### src/rtl/my_serial_alu_ctrl_if.sv
`default_nettype none
// ============================================================================
// Module   : my_serial_alu_ctrl_if
// Brief    : Request/response bundle of the bit-serial ALU sequencer.
// Revision : 1.0
// ============================================================================
interface my_serial_alu_ctrl_if #(
    parameter int WIDTH = 8
);
    logic             start;
    logic [2:0]       op;
    logic [WIDTH-1:0] a_in;
    logic [WIDTH-1:0] b_in;
    logic             busy;
    logic             done;
    logic             err;
    logic [WIDTH-1:0] result;
    logic             carry_out;

    modport master (
        output start, op, a_in, b_in,
        input  busy, done, err, result, carry_out
    );

    modport slave (
        input  start, op, a_in, b_in,
        output busy, done, err, result, carry_out
    );
endinterface
`default_nettype wire

### src/rtl/my_serial_alu_ctrl.sv
`default_nettype none
// ============================================================================
// Module   : my_serial_alu_ctrl
// Brief    : Sequences WIDTH-bit operations LSB-first through a 1-bit ALU slice.
// Revision : 1.0
// ============================================================================
module my_serial_alu_ctrl #(
    parameter int WIDTH = 8
) (
    input  wire logic              clk,
    input  wire logic              rst_n,
    my_serial_alu_ctrl_if.slave    bus,
    output logic                   alu_a,
    output logic                   alu_b,
    output logic                   alu_cin,
    output logic                   alu_s_sub,
    output logic                   alu_s_fas,
    output logic                   alu_s_and,
    output logic                   alu_s_or,
    output logic                   alu_s_xor,
    output logic                   alu_s_not,
    input  wire logic              alu_r,
    input  wire logic              alu_cout
);
    localparam int CNT_W = $clog2(WIDTH);

    localparam logic [1:0] S_IDLE = 2'd0;
    localparam logic [1:0] S_RUN  = 2'd1;
    localparam logic [1:0] S_DONE = 2'd2;

    localparam logic [2:0] OP_ADD = 3'd0;
    localparam logic [2:0] OP_SUB = 3'd1;
    localparam logic [2:0] OP_AND = 3'd2;
    localparam logic [2:0] OP_OR  = 3'd3;
    localparam logic [2:0] OP_XOR = 3'd4;
    localparam logic [2:0] OP_NOT = 3'd5;

    logic [1:0]       r_state;
    logic [WIDTH-1:0] r_a_sh;
    logic [WIDTH-1:0] r_b_sh;
    logic [WIDTH-1:0] r_res_sh;
    logic [2:0]       r_op;
    logic [CNT_W-1:0] r_cnt;
    logic             r_carry;
    logic [WIDTH-1:0] r_result;
    logic             r_carry_out;
    logic             r_err;

    logic             w_run;
    logic             w_legal;
    logic             w_arith;
    logic             w_last;

    assign w_run   = (r_state == S_RUN);
    assign w_legal = (bus.op <= OP_NOT);
    assign w_arith = (r_op == OP_ADD) || (r_op == OP_SUB);
    assign w_last  = (r_cnt == CNT_W'(WIDTH - 1));

    always_ff @(posedge clk or negedge rst_n) begin
        if (!rst_n) begin
            r_state     <= S_IDLE;
            r_a_sh      <= '0;
            r_b_sh      <= '0;
            r_res_sh    <= '0;
            r_op        <= OP_ADD;
            r_cnt       <= '0;
            r_carry     <= 1'b0;
            r_result    <= '0;
            r_carry_out <= 1'b0;
            r_err       <= 1'b0;
        end else begin
            r_err <= 1'b0;
            case (r_state)
                S_IDLE, S_DONE: begin
                    r_state <= S_IDLE;
                    if (bus.start) begin
                        if (w_legal) begin
                            r_a_sh  <= bus.a_in;
                            r_b_sh  <= bus.b_in;
                            r_op    <= bus.op;
                            r_cnt   <= '0;
                            // SUB is a + ~b + 1: the +1 enters as the initial carry
                            r_carry <= (bus.op == OP_SUB);
                            r_state <= S_RUN;
                        end else begin
                            r_err <= 1'b1;
                        end
                    end
                end
                S_RUN: begin
                    r_res_sh <= {alu_r, r_res_sh[WIDTH-1:1]};
                    r_a_sh   <= r_a_sh >> 1;
                    r_b_sh   <= r_b_sh >> 1;
                    r_cnt    <= r_cnt + CNT_W'(1);
                    if (w_arith) begin
                        r_carry <= alu_cout;
                    end
                    if (w_last) begin
                        r_state     <= S_DONE;
                        r_result    <= {alu_r, r_res_sh[WIDTH-1:1]};
                        r_carry_out <= w_arith ? alu_cout : 1'b0;
                    end
                end
                default: r_state <= S_IDLE;
            endcase
        end
    end

    always_comb begin
        alu_a     = 1'b0;
        alu_b     = 1'b0;
        alu_cin   = 1'b0;
        alu_s_sub = 1'b0;
        alu_s_fas = 1'b0;
        alu_s_and = 1'b0;
        alu_s_or  = 1'b0;
        alu_s_xor = 1'b0;
        alu_s_not = 1'b0;
        if (w_run) begin
            alu_a   = r_a_sh[0];
            alu_b   = r_b_sh[0];
            alu_cin = r_carry;
            case (r_op)
                OP_ADD: alu_s_fas = 1'b1;
                OP_SUB: begin
                    alu_s_fas = 1'b1;
                    alu_s_sub = 1'b1;
                end
                OP_AND: alu_s_and = 1'b1;
                OP_OR:  alu_s_or  = 1'b1;
                OP_XOR: alu_s_xor = 1'b1;
                OP_NOT: alu_s_not = 1'b1;
                default: ;
            endcase
        end
    end

    assign bus.busy      = w_run;
    assign bus.done      = (r_state == S_DONE);
    assign bus.err       = r_err;
    assign bus.result    = r_result;
    assign bus.carry_out = r_carry_out;

endmodule
`default_nettype wire

### src/flat_wrapper.sv
// flat-port wrapper written by rule: the top's interface ports become plain ports
module my_serial_alu_ctrl_flat 
#(
    parameter int WIDTH = 8
)
  (clk, rst_n, alu_a, alu_b, alu_cin, alu_s_sub, alu_s_fas, alu_s_and, alu_s_or, alu_s_xor, alu_s_not, alu_r, alu_cout, bus_start, bus_op, bus_a_in, bus_b_in, bus_busy, bus_done, bus_err, bus_result, bus_carry_out);
  my_serial_alu_ctrl_if #(.WIDTH(WIDTH)) bus_i ();
  input  wire logic clk;
  input  wire logic rst_n;
  output logic alu_a;
  output logic alu_b;
  output logic alu_cin;
  output logic alu_s_sub;
  output logic alu_s_fas;
  output logic alu_s_and;
  output logic alu_s_or;
  output logic alu_s_xor;
  output logic alu_s_not;
  input  wire logic alu_r;
  input  wire logic alu_cout;
  input wire logic [$bits(bus_i.start)-1:0] bus_start;
  input wire logic [$bits(bus_i.op)-1:0] bus_op;
  input wire logic [$bits(bus_i.a_in)-1:0] bus_a_in;
  input wire logic [$bits(bus_i.b_in)-1:0] bus_b_in;
  output wire logic [$bits(bus_i.busy)-1:0] bus_busy;
  output wire logic [$bits(bus_i.done)-1:0] bus_done;
  output wire logic [$bits(bus_i.err)-1:0] bus_err;
  output wire logic [$bits(bus_i.result)-1:0] bus_result;
  output wire logic [$bits(bus_i.carry_out)-1:0] bus_carry_out;
  assign bus_i.start = bus_start;
  assign bus_i.op = bus_op;
  assign bus_i.a_in = bus_a_in;
  assign bus_i.b_in = bus_b_in;
  assign bus_busy = bus_i.busy;
  assign bus_done = bus_i.done;
  assign bus_err = bus_i.err;
  assign bus_result = bus_i.result;
  assign bus_carry_out = bus_i.carry_out;
  my_serial_alu_ctrl #(.WIDTH(WIDTH)) u_core (.clk(clk), .rst_n(rst_n), .bus(bus_i), .alu_a(alu_a), .alu_b(alu_b), .alu_cin(alu_cin), .alu_s_sub(alu_s_sub), .alu_s_fas(alu_s_fas), .alu_s_and(alu_s_and), .alu_s_or(alu_s_or), .alu_s_xor(alu_s_xor), .alu_s_not(alu_s_not), .alu_r(alu_r), .alu_cout(alu_cout));
endmodule
### config.mk
export PLATFORM = sky130hd
export DESIGN_NAME = my_serial_alu_ctrl_flat
export DESIGN_NICKNAME = d
export VERILOG_FILES = /design/src/rtl/my_serial_alu_ctrl_if.sv /design/src/rtl/my_serial_alu_ctrl.sv /design/src/flat_wrapper.sv
export SDC_FILE = /design/constraint.sdc
export NUM_CORES = 1
export LEC_CHECK = 0
export BUFFER_PORTS_ARGS = -buffer_cell sky130_fd_sc_hd__clkbuf_2
export CORE_ASPECT_RATIO = 1.1
export CORE_MARGIN = 5
export CORE_UTILIZATION = 45
export DETAILED_ROUTE_END_ITERATION = 10
export PLACE_DENSITY = 0.68
export SYNTH_ARGS = -nofsm -noshare
export SYNTH_HDL_FRONTEND = slang
export SYNTH_SLANG_ARGS = --single-unit
### constraint.sdc
create_clock -name clk -period 1.9 [get_ports clk]
set_input_delay 0.285 -clock clk [delete_from_list [all_inputs] [get_ports clk]]
set_output_delay 0.285 -clock clk [all_outputs]
set_load 0.02 [all_outputs]
# After elaboration in Yosys (flattened, before gate mapping)
# Index checks and enable logic that the tools add are counted.
classes:
  n_reduce_logical: 10
  n_addsub: 1
  magnitude_cmp: 1
  n_eq_ne: 13
  mux: 36
ops:
  columns: ["op", "n"]
  rows:
  - ["$mux W8", 4]
  - ["$pmux W8 S2", 2]
  - ["$mux W1", 23]
  - ["$eq A3 B3 Y1 const B", 3]
  - ["$eq A3 B1 Y1 const B", 2]
  - ["$eq A3 B2 Y1 const B", 2]
  - ["$mux W3", 2]
  - ["$ne A2 B1 Y1 const B", 3]
  - ["$pmux W3 S2", 1]
  - ["$reduce_and A3 Y1", 2]
  - ["$mux W2", 2]
  - ["$pmux W2 S2", 1]
  - ["$reduce_and A4 Y1", 1]
  - ["$reduce_or A2 Y1", 2]
  - ["$add A3 B1 Y3 const B", 1]
  - ["$le A3 B3 Y1 const B", 1]
  - ["$logic_not A3 Y1", 1]
  - ["$eq A2 B1 Y1 const B", 1]
  - ["$eq A2 B2 Y1 const B", 1]
  - ["$logic_not A2 Y1", 1]
  - ["$ne A2 B2 Y1 const B", 1]
  - ["$pmux W1 S2", 1]
  - ["$reduce_and A2 Y1", 1]
  - ["$reduce_bool A2 Y1", 1]
  - ["$logic_or A1 B1 Y1", 1]
totals:
  word_cells: 71
  in_bits: 24
  reg_bits: 43
  out_inout_bits: 21

# Longest topological paths before layout
logic_depth:
  word_depth: 4
  ltp_mapped: 7
  mapped_depth_nobuf: 5

# Worst setup path before layout
# Ideal clock, no wire load.
synth_timing:
  kind: "register to output"
  from: "reg u_core.r_state[1]"
  to: "out alu_s_sub"
  path_stages_with_launch: 7
  path_buffers: 2
  t_required_ps: 1615
  t_arrival_ps: 1463
  slack_ps: 152
  cell_sequence: "dfrtp_1 -> nand2b_1 -> buf_6 -> buf_6 -> inv_1 -> nand2_1 -> nor3_1"
synth_via:
  elab_chain_cells: 2
synth_lines:
  columns: ["item", "line", "rtl"]
  rows:
  - ["from (decl)", "my_serial_alu_ctrl.sv:38", "logic [1:0] r_state;"]
  - ["from (signal assigned)", "my_serial_alu_ctrl.sv:61", "r_state <= S_IDLE;"]
  - ["from (signal assigned)", "my_serial_alu_ctrl.sv:75", "r_state <= S_IDLE;"]
  - ["from (signal assigned)", "my_serial_alu_ctrl.sv:84", "r_state <= S_RUN;"]
  - ["$eq A2 B1 Y1", "my_serial_alu_ctrl.sv:54", "assign w_run = (r_state == S_RUN);"]
  - ["$mux W1", "my_serial_alu_ctrl.sv:119", "if (w_run) begin"]
  - ["to (decl)", "flat_wrapper.sv:13", "output logic alu_s_sub;"]
# Every way passes these cells.

# Worst setup path after layout
layout_timing:
  from: "reg u_core.r_state[1]"
  to: "out alu_a"
layout_via:
  elab_chain_cells: 2
layout_lines:
  columns: ["item", "line", "rtl"]
  rows:
  - ["$eq A2 B1 Y1", "my_serial_alu_ctrl.sv:54", null]
  - ["$mux W1", "my_serial_alu_ctrl.sv:119", null]
  - ["to (decl)", "flat_wrapper.sv:10", "output logic alu_a;"]
# Every way passes these cells.

==> impl_metrics.yaml <==
status:
  status: "finished clean"
cts:
  path_clk_slew_ps: 70
  cts.sinks: 42
  cts-resized-gates: 0
  cts_tree: "done"
  insertion_delay_ps: 280
  htreeDepth: 2
  cts_buffers: 5
  cts_root_buf: "clkbuf_8"
  holdBufCountCts: 0
  post_cts_buffers: 0
  cts_max_path_buffers: 2
synthesis:
  synthArstFlopShare_pct: 100
  synthTopCellsByArea: "dfrtp_1 52%, mux2_4 16%, mux2_2 8.9%"
  avgSynthCellArea_um2: 12.8
  synthTopCellsByCount: "42 x dfrtp_1, 28 x nand2_1, 21 x mux2_4"
  syn_nets: 185
  synth_seq_cells: 42
  synth_top_area_share_pct: 51.8
  synth_seq_area_share_pct: 51.8
  yosys_warnings: 0
  yosysMostFrequentCell: "dfrtp_1"
  synth-edff-count: 0
  postSynthCellCount: 159
  ys_types: 28
  yosys.area.top_type: "dfrtp_1"
  synth-main-ff-cell: "dfrtp_1"
  syn_area_um2: 2030
floorplan:
  std_cell_rows: 25
  dieArea_um2: 5960
  die_y_um: 80.5
  ioPinCount: 45
  die_w_um: 74.1
  fp.coreArea_um2: 4350
  start_util_pct: 46.7
sta:
  worst_pin_slew_ps: 627
  tns_ps: 0
  clock_skew_ps: 3.87
  rsz0062_at_grt: "no"
  setup-violations-final: 0
  hold_viol_final: 0
  drv_slew: 0
  fin_crit_sh_pct: 91.9
  hold_ws_ps: 53.9
  slew_headroom_pct: 58.0
  min_period_ps: 1750
  max_freq_mhz: 573
critical_path:
  cpLargestDelayFamily: "buffers and inverters"
  path_cells: "nand2b_2, inv_2, buf_4, and2_1, clkbuf_2"
  critPathKind: "reg2out"
  worst_path_max_delay_cell: "dfrtp_1"
  cpPeakStageDelay_ps: 390
  crit_arrival_ps: 1460
  critPathBufInv: 3
  crit_path_max_fanout: 6
  crit_path_end_kind: "output port"
  startpoint_type: "flip-flop"
  reg2reg_slack_ps: 190
  required_ps: 1620
global_route:
  grt_pass1_vias: 1386
  grt_pass1_wl_mm: 6.53
  antenna_found_initial: 0
  grt_max_degree: 43
  grt_overflow: 0
  grt.total_usage_pct: 14.5
drt:
  wl_met2_mm: 1.85
  wl_met3_um: 247
  wl_mm: 3.92
  drt_pre_antenna_iters: 4
  highest_layer: "met4"
  drc: 0
  drt_iter0_drc: 54
  wl_per_cell_um: 14.9
  wirelength_met1_mm: 1.78
  via_per_inst: 5.00
  dr_total_vias: 1315
  antenna_left: 0
power_and_ir_drop:
  power.density_nw_per_um2: 1820
  power.total_w: 0.00434
  vdd_drop_max_v: 0.000855
  p_leak_nw: 1.22
worst_hold_path:
  min_path_type: "in2async"
placed_design:
  dp_hpwl_mm: 2.83
  gp_congestion: 0.736
  io_buffers: 44
flow_run:
  maxCapViolations: 0
finish:
  n_fill_cell: 398
  drive_gt1_share_pct: 47.4
  finalNetCount: 234
  syn_to_final_growth_pct: 17.2
  n_antenna_cell: 0
layout by cell type (no fill, tap or decap), types with 3 or more instances in the layout:
cell type	synthesis	final
mux2_4	21	21
o211ai_1	3	3
clkbuf_8	0	6
and2_1	4	4
o21ai_0	4	4
nand2_1	28	28
mux2_2	16	16
dfrtp_1	42	42
nand2b_1	4	3
nor3_1	4	4
nor2_1	7	7
clkbuf_2	0	44
buf_4	1	5
power breakdown:
part	internal, W	switching [W]	total, W
Clock	0.000293	0.000282	0.000575
Sequential	0.00133	0.000276	0.00160
Combinational	0.00115	0.00102	0.00217
metrics by stage:
step	area [um^2]	utilization, %	setup WS [ps]	cells
2_1_floorplan	2030	-	152	159
3_3_place_gp	2290	52.6	204	255
3_5_place_dp	2290	52.6	180	255
4_1_cts	2380	54.7	51.3	263
5_1_grt	2380	54.7	51.1	263
6_report	2380	54.7	153	263
registers in the layout, summed over array words and instances (netlist names):
name                  count
u_core.r_a_sh             8
u_core.r_b_sh             8
u_core.r_op               3
u_core.bus.err            1
u_core.r_carry            1
u_core.bus.result         8
u_core.r_cnt              3
u_core.r_res_sh           7
u_core.bus.carry_out      1
u_core.r_state            2
cell families after synthesis:
logic type,after synthesis,share of synthesized area [%]
fa+ha+maj,2,1.23
flops,42,51.8
simple gates,54,12.4
mux,38,24.9
buf+inv,10,4.81
compound gates,13,4.87
cell type report:
| class | count | area (um^2) | area share [%] |
|---|---|---|---|
| Sequential cell | 42 | 1050 | 44.2 |
| Clock inverter | 1 | 5.00 | 0.210 |
| Clock buffer | 7 | 86.3 | 3.63 |
| Multi-Input combinational cell | 107 | 885 | 37.2 |
| Tap cell | 54 | 67.6 | 2.84 |
| Timing Repair Buffer | 50 | 278 | 11.7 |
| Inverter | 2 | 7.51 | 0.315 |
per-layer routing:
metal  track usage, %  up-vias
met5                0        -
met4             4.35        0
met3             5.26        6
met2             22.9       34
met1             18.4      635
li1                 -      640
final timing paths:
path,startpoint,end,depth (start not counted)
max in group asynchronous,rst_n,u_core.r_a_sh[0],2
min in group clk,alu_r,u_core.r_res_sh[7],3
worst min-delay path,rst_n,u_core.r_b_sh[0],2
worst min register to register,u_core.r_cnt[0],u_core.r_cnt[0],1
worst max-delay path,u_core.r_state[1],alu_a,5
worst max register to register,u_core.r_state[0],u_core.r_b_sh[2],3
Note: power is estimated with default switching activity, not from simulation.
